--- src/rtl/pll_clk_manager.sv ---
// PLL lock synchroniser/filter, post-lock reset sequencer, lock-loss detector and per-channel clock-enable dividers.
// Optional macro PLL_CLK_MANAGER_LOSS_COUNT_EN keeps a saturating lock-loss counter; otherwise lock_loss_count is 0.
module pll_clk_manager #(
  parameter int                        NUM_CH       = 2,
  parameter int                        DIV_W        = 8,
  parameter logic [NUM_CH*DIV_W-1:0]   DIVS         = {8'd4, 8'd1},
  parameter int                        SYNC_STAGES  = 2,
  parameter int                        LOCK_FILTER  = 8,
  parameter int                        RESET_CYCLES = 16
) (
  input  logic              clock_in,
  input  logic              reset_n,
  input  logic              pll_lock,
  input  logic              run,
  output logic              sys_reset_n,
  output logic              locked,
  output logic [NUM_CH-1:0] ce,
  output logic              lost_lock,
  output logic [7:0]        lock_loss_count
);

  typedef enum logic [1:0] {WAIT_LOCK, HOLD, RUN} state_t;

  localparam logic [7:0]  FILT_LAST = 8'(LOCK_FILTER - 1);
  localparam logic [15:0] HOLD_LAST = 16'(RESET_CYCLES - 1);

  state_t                 r_state;
  state_t                 w_next_state;
  logic [SYNC_STAGES-1:0] r_sync;
  logic [7:0]             r_filt_cnt;
  logic [15:0]            r_hold_cnt;
  logic                   r_sys_reset_n;
  logic                   r_locked;
  logic                   r_lost_lock;
  logic                   w_lock_s;
  logic                   w_run_entry;
  logic                   w_enable;
  logic                   w_loss;

  assign w_lock_s    = r_sync[SYNC_STAGES-1];
  assign w_run_entry = (r_state != RUN) && (w_next_state == RUN);
  assign w_enable    = (r_state == RUN) && (w_next_state == RUN) && run;
  assign w_loss      = (r_state == RUN) && !w_lock_s;

  always_ff @(posedge clock_in or negedge reset_n) begin
    if (!reset_n) begin
      r_sync <= '0;
    end else begin
      r_sync <= {r_sync[SYNC_STAGES-2:0], pll_lock};
    end
  end

  always_ff @(posedge clock_in or negedge reset_n) begin
    if (!reset_n) begin
      r_state <= WAIT_LOCK;
    end else begin
      r_state <= w_next_state;
    end
  end

  // A low lock_s always wins, so HOLD completing on the same cycle still falls back to WAIT_LOCK.
  always_comb begin
    w_next_state = r_state;
    case (r_state)
      WAIT_LOCK: if (w_lock_s && (r_filt_cnt == FILT_LAST)) w_next_state = HOLD;
      HOLD: begin
        if (!w_lock_s) w_next_state = WAIT_LOCK;
        else if (r_hold_cnt == HOLD_LAST) w_next_state = RUN;
      end
      RUN:       if (!w_lock_s) w_next_state = WAIT_LOCK;
      default:   w_next_state = WAIT_LOCK;
    endcase
  end

  always_ff @(posedge clock_in or negedge reset_n) begin
    if (!reset_n) begin
      r_filt_cnt    <= '0;
      r_hold_cnt    <= '0;
      r_sys_reset_n <= 1'b0;
      r_locked      <= 1'b0;
      r_lost_lock   <= 1'b0;
    end else begin
      r_filt_cnt    <= (r_state == WAIT_LOCK && w_lock_s && w_next_state == WAIT_LOCK)
                       ? r_filt_cnt + 8'd1 : 8'd0;
      r_hold_cnt    <= (r_state == HOLD && w_next_state == HOLD) ? r_hold_cnt + 16'd1 : 16'd0;
      r_sys_reset_n <= (w_next_state == RUN);
      r_locked      <= (w_next_state == RUN);
      r_lost_lock   <= w_loss;
    end
  end

  assign sys_reset_n = r_sys_reset_n;
  assign locked      = r_locked;
  assign lost_lock   = r_lost_lock;

  for (genvar i = 0; i < NUM_CH; i++) begin : g_ch
    localparam logic [DIV_W-1:0] DIV_I = DIVS[i*DIV_W +: DIV_W];

    logic r_ce;

    if (DIV_I <= DIV_W'(1)) begin : g_bypass
      always_ff @(posedge clock_in or negedge reset_n) begin
        if (!reset_n) begin
          r_ce <= 1'b0;
        end else begin
          r_ce <= w_enable;
        end
      end
    end else begin : g_div
      localparam logic [DIV_W-1:0] DIV_LAST = DIV_I - DIV_W'(1);

      logic [DIV_W-1:0] r_div_cnt;

      // Counter holds its value while run is low so a pause simply stretches the period.
      always_ff @(posedge clock_in or negedge reset_n) begin
        if (!reset_n) begin
          r_div_cnt <= '0;
          r_ce      <= 1'b0;
        end else if (w_run_entry) begin
          r_div_cnt <= '0;
          r_ce      <= 1'b0;
        end else if (w_enable) begin
          r_ce      <= (r_div_cnt == DIV_LAST);
          r_div_cnt <= (r_div_cnt == DIV_LAST) ? '0 : r_div_cnt + DIV_W'(1);
        end else begin
          r_ce      <= 1'b0;
        end
      end
    end

    assign ce[i] = r_ce;
  end

`ifdef PLL_CLK_MANAGER_LOSS_COUNT_EN
  logic [7:0] r_loss_cnt;

  always_ff @(posedge clock_in or negedge reset_n) begin
    if (!reset_n) begin
      r_loss_cnt <= '0;
    end else if (w_loss && (r_loss_cnt != 8'hFF)) begin
      r_loss_cnt <= r_loss_cnt + 8'd1;
    end
  end

  assign lock_loss_count = r_loss_cnt;
`else
  assign lock_loss_count = 8'd0;
`endif

endmodule
--- config.mk ---
export PLATFORM = sky130hd
export DESIGN_NAME = pll_clk_manager
export DESIGN_NICKNAME = d
export VERILOG_FILES = /design/src/rtl/pll_clk_manager.sv
export SDC_FILE = /design/constraint.sdc
export NUM_CORES = 1
export LEC_CHECK = 0
export BUFFER_PORTS_ARGS = -buffer_cell sky130_fd_sc_hd__buf_2
export CORE_UTILIZATION = 63
export CTS_CLUSTER_SIZE = 14
export DETAILED_ROUTE_END_ITERATION = 10
export MAX_ROUTING_LAYER = met4
export PLACE_DENSITY = 0.9
export RECOVER_POWER = 50
export SKIP_CTS_REPAIR_TIMING = 1
export SLEW_MARGIN = 30
export SYNTH_ARGS = -nofsm -noshare
export SYNTH_HDL_FRONTEND = slang
export SYNTH_SLANG_ARGS = --single-unit
--- constraint.sdc ---
create_clock -name clock_in -period 3.6 [get_ports clock_in]
set_clock_uncertainty 0.1 [all_clocks]
set_input_delay 0.54 -clock clock_in [delete_from_list [all_inputs] [get_ports clock_in]]
set_output_delay 0.54 -clock clock_in [all_outputs]
set_load 0.05 [all_outputs]
Yosys cells after proc, flatten, opt, wreduce, memory -nomap -nowiden:

Cells that the tools add are included.

* $add $sub $neg: 3
* eq/ne operators: 8
* multiplexer cells: 12
* reductions and logical operators: 12

Operators by type and width (number)
* two-way mux 8 bit: 4
* adder 16 x 1 -> 16 bit (second input constant): 1
* adder 8 x 1 -> 8 bit (second input constant): 2
* equality test 16 x 4 -> 1 bit (second input constant): 1
* two-way mux 16 bit: 1
* equality test 8 x 2 -> 1 bit (second input constant): 1
* equality test 8 x 3 -> 1 bit (second input constant): 1
* logical AND 1 bit: 8
* two-way mux 2 bit: 4
* case mux 2 bit (3 select lines): 1
* equality test 2 x 1 -> 1 bit (second input constant): 2
* equality test 2 bit (second input constant): 2
* logical NOT 2 bit: 2
* two-way mux 1 bit: 2
* != test 2 bit (second input constant): 1
* nonzero test 2 bit: 1
* logical NOT 1 bit: 1

* flip-flop bits (word level): 40

Logic depth before layout (Yosys ltp):

* word-level depth: 9
* depth in mapped cells: 6
* depth with buffers taken out: 5

Worst setup path after synthesis:

Ideal clock, no wire load.

* path kind: reg2reg
* from: register r_hold_cnt[0]
* to: register g_ch[1].g_div.r_div_cnt[3]
* library setup time: 0.124 ns
* stages on the path, launching flop included: 6
* data required time: 3.376 ns
* setup slack: 2.040 ns
* arrival time: 1.337 ns
* path through: dfrtp_1 > ha_1 > and3_1 > and4_1 > a21oi_2 > a211o_1

* longest elaborated chain between the ends: 8

RTL lines
* start: declaration: RTL line 31 `logic [15:0] r_hold_cnt;`
* start signal: assignment: RTL line 85 `r_hold_cnt <= (r_state == HOLD && w_next_state == HOLD) ? r_hold_cnt + 16'd1 : 16'd0;`
* equality test 16 x 4 -> 1 bit *: RTL line 68 `else if (r_hold_cnt == HOLD_LAST) w_next_state = RUN;`
* two-way mux 2 bit *: RTL line 68
* two-way mux 2 bit *: RTL line 67 `if (!w_lock_s) w_next_state = WAIT_LOCK;`
* case mux 2 bit (3 select lines) *: RTL line 64 `case (r_state)`
* equality test 2 bit *: RTL line 41, 42
* logical AND 1 bit (2 in a row): RTL line 42 `assign w_enable = (r_state == RUN) && (w_next_state == RUN) && run;`
* nonzero test 2 bit (no line)
* end signal: assignment: RTL line 124 `r_div_cnt <= (r_div_cnt == DIV_LAST) ? '0 : r_div_cnt + DIV_W'(1);`
* end: declaration: RTL line 112 `logic [DIV_W-1:0] r_div_cnt;`

Every way passes the cells marked *; elsewhere a longest branch is shown, timed or not.
A chain may end at the register's enable or synchronous reset.

Worst setup path in the final report:

* from: register r_hold_cnt[9]
* to: register r_hold_cnt[9]

* longest elaborated chain between the ends: 7

RTL lines (RTL line)
* equality test 16 x 4 -> 1 bit: 68
* two-way mux 2 bit: 68
* two-way mux 2 bit: 67
* case mux 2 bit (3 select lines): 64
* equality test 2 x 1 -> 1 bit: 85
* logical AND 1 bit: 85
* two-way mux 16 bit *: 85

Marks and branches as above.

==> summary.txt <==
Worst VDD drop = 0.282 mV
Mapped cell area = 2000 um^2
First-pass GRT wire length = 5800 um
Max_slew headroom = 0.583
Period minus WS final = 1.87 ns
Hold Path Class = in2reg
Largest net degree at the start of global routing = 41
Highest clock rate = 534 MHz
Top layer in use = met4
R2R setup slack = 1.73 ns
Placed wire-length estimate = 2450 um
Ports = 17
Metal1 wirelength = 1510 um
Metal2 WL = 1770 um
RePlAce Congestion = 0.906
Startpoint types = flop
P_leak = 0.000950 uW
Worst setup margin = 1.73 ns
CTS max path bufs = 2
# setup viols final = 0
Die area = 3410 um^2
Crit Reg-Reg Endpoint = r_hold_cnt[9]
Register area share after synthesis = 0.500
Die extent in y = 58.4 um
DRC = 0
P per Cell Area = 348 nW/um^2
Worst Path Arrival = 1.99 ns
Root buf cell = clkbuf_4
Clock sink total = 40
Post-synth EDFFs = 0
Yosys reg bits = 40
Via density = 5.64
DR WL/cell = 14.0 um
Yosys warns = 0
Reg2Reg Launch Point = r_hold_cnt[9]
Period utilisation layout = 0.520
Multi-input gate area = 905 um^2
RSZ-0062 raised after global routing = false
Die Wd = 58.4 um
End of the critical path = r_hold_cnt[9]
Clock Latency Late Sink = 0.35 ns
First drt pass iteration count = 4
Register area = 1000 um^2
Pins over their slew limit = 0
CTS Buf Count = 5
Pre-CTS setup slack = 1.74 ns
Row cnt = 20
CTS tree = built
Post-Syn Instances = 191
Avg Inst Size Synth = 10.5 um^2
Yosys top cell by area = dfrtp_1
Final Hold Vio Count = 0
Core Region = 3030 um^2
Worst Path Class, Setup = reg2reg
Critical Path End Type = flop
Setup_tns = 0 ns
Nets@finish = 209
Worst Reg-to-Reg Cells = 4
Vias = 1,392
Met3 WL = 134 um
Worst-Margin Slew = 0.626 ns
Max cap viols = 0
Synth Flop Type = dfrtp_1
Initial antenna violation count = 0
Top cells by area, synth = dfrtp_1, xnor2_1, nor2_1
Share of post-route cells with drive strength above 1 = 0.138
Critical Path RT = 3.72 ns
Antenna viol nets, final = 0
Max FO, Critical Path = 14
Initial core utilization = 0.662
Detailed Route WL = 3460 um
Synth top area share = 0.500
Number of global-route vias before repair = 1,334
Worst setup path start = r_hold_cnt[9]
Total congestion overflow = 0
CTS H-tree depth = 2
Fill cell count = 220
Clock transition at path regs = 0.11 ns
Port bufs = 8
FFs w/ async S/R, synth = 1.00
All-Layer GR Usage = 0.239
Count of cell types in the netlist = 35
Ant. Diodes = 0
Initial DRC count = 66
Outcome = complete, no violations
Area grow syn2layout = 5.75%
-- flip-flops by register name (all words and copies together) (netlist names) --
register	flops
g_ch.g_div.r_div_cnt	8
g_ch.r_ce	2
locked	1
lost_lock	1
r_filt_cnt	8
r_hold_cnt	16
r_state	2
r_sync	2
-- kinds of logic after synthesis --
kind of cell               Yosys count  share of synthesized area
and+or+nand+nor                     88                      0.259
DFF                                 40                      0.500
xor gates and xnor gates            21                     0.0918
buffers and inverters               20                     0.0618
AOI/OAI and AO/OA                   16                     0.0568
adders and majority gates            3                     0.0187
muxes                                2                    0.00999
other                                1                    0.00187
-- per-layer routing --
| layer | vias up | track usage |
|---|---|---|
| met3 | 6 | 0.0747 |
| met4 | 0 | 0.109 |
| li1 | 669 | - |
| met1 | 686 | 0.272 |
| met5 | - | - |
| met2 | 31 | 0.389 |
-- area by class of cell --
| type | count | share of cell area |
|---|---|---|
| clock buffers | 7 | 0.0260 |
| clock inverters | 1 | 0.00354 |
| inverters | 7 | 0.0124 |
| multi-input cells | 138 | 0.427 |
| flip-flops and latches | 40 | 0.473 |
| well taps | 44 | 0.0260 |
| repair buffers | 10 | 0.0325 |
-- per-stage QoR --
stage               hold slack [ns]  std cells  instance area [um^2]  power [uW]  utilization
detailed placement            0.250        237                  2030         503        0.669
global placement              0.232        237                  2030         501        0.669
finish                        0.192        247                  2120         736        0.700
floorplan                     0.144        198                  2030         498            -
CTS                           0.177        245                  2090         741        0.690
global route                  0.168        247                  2120         767        0.700
-- cell usage after synthesis, types with 2 or more instances --
cell,n
mux2i_1,2
nor2b_1,3
xor2_1,6
xnor2_1,15
nor2_1,28
dfrtp_1,40
a21oi_1,3
o21a_1,2
nand3_1,13
buf_4,13
nand2_1,5
ha_1,3
and3_1,8
inv_1,7
nor3_1,9
and4_1,2
o21ai_0,3
nor4_2,7
nand4_1,4
a211o_1,3
-- worst min-delay path by stage --
stage	slack, ns	to	depth (start not counted)	startpoint
after floorplan	0.14	g_ch[0].r_ce	0	reset_n
after global placement	0.23	r_sync[1]	0	r_sync[0]
after detailed placement	0.25	r_sync[1]	0	r_sync[0]
after CTS	0.18	r_sync[0]	1	pll_lock
after global routing	0.17	r_sync[0]	1	pll_lock
final	0.19	r_sync[0]	1	pll_lock
-- placed cells by master (no fill, tap or decap), types with 6 or more instances in the layout --
cell type  instances
and3_1             8
buf_2              7
conb_1             8
dfrtp_1           40
inv_1              7
nand3_1           13
nor2_1            28
nor3_1             9
nor4_2             7
xnor2_1           15
xor2_1             6
-- power breakdown --
group          internal [uW]  total (uW)  switching (uW)  leakage [uW]
logic                   7.72        40.2            32.5      0.000367
clock network           95.7         239             143     0.0000315
registers                453         457            3.59      0.000552
total                    557         736             180      0.000950
-- critical path, stage by stage (launching register included) --
cell,delay (ns)
dfrtp_1,0.47
nor4_2,0.36
nand4_1,0.26
nand2_1,0.44
nor2_1,0.12
(Power assumes the default switching activity.)
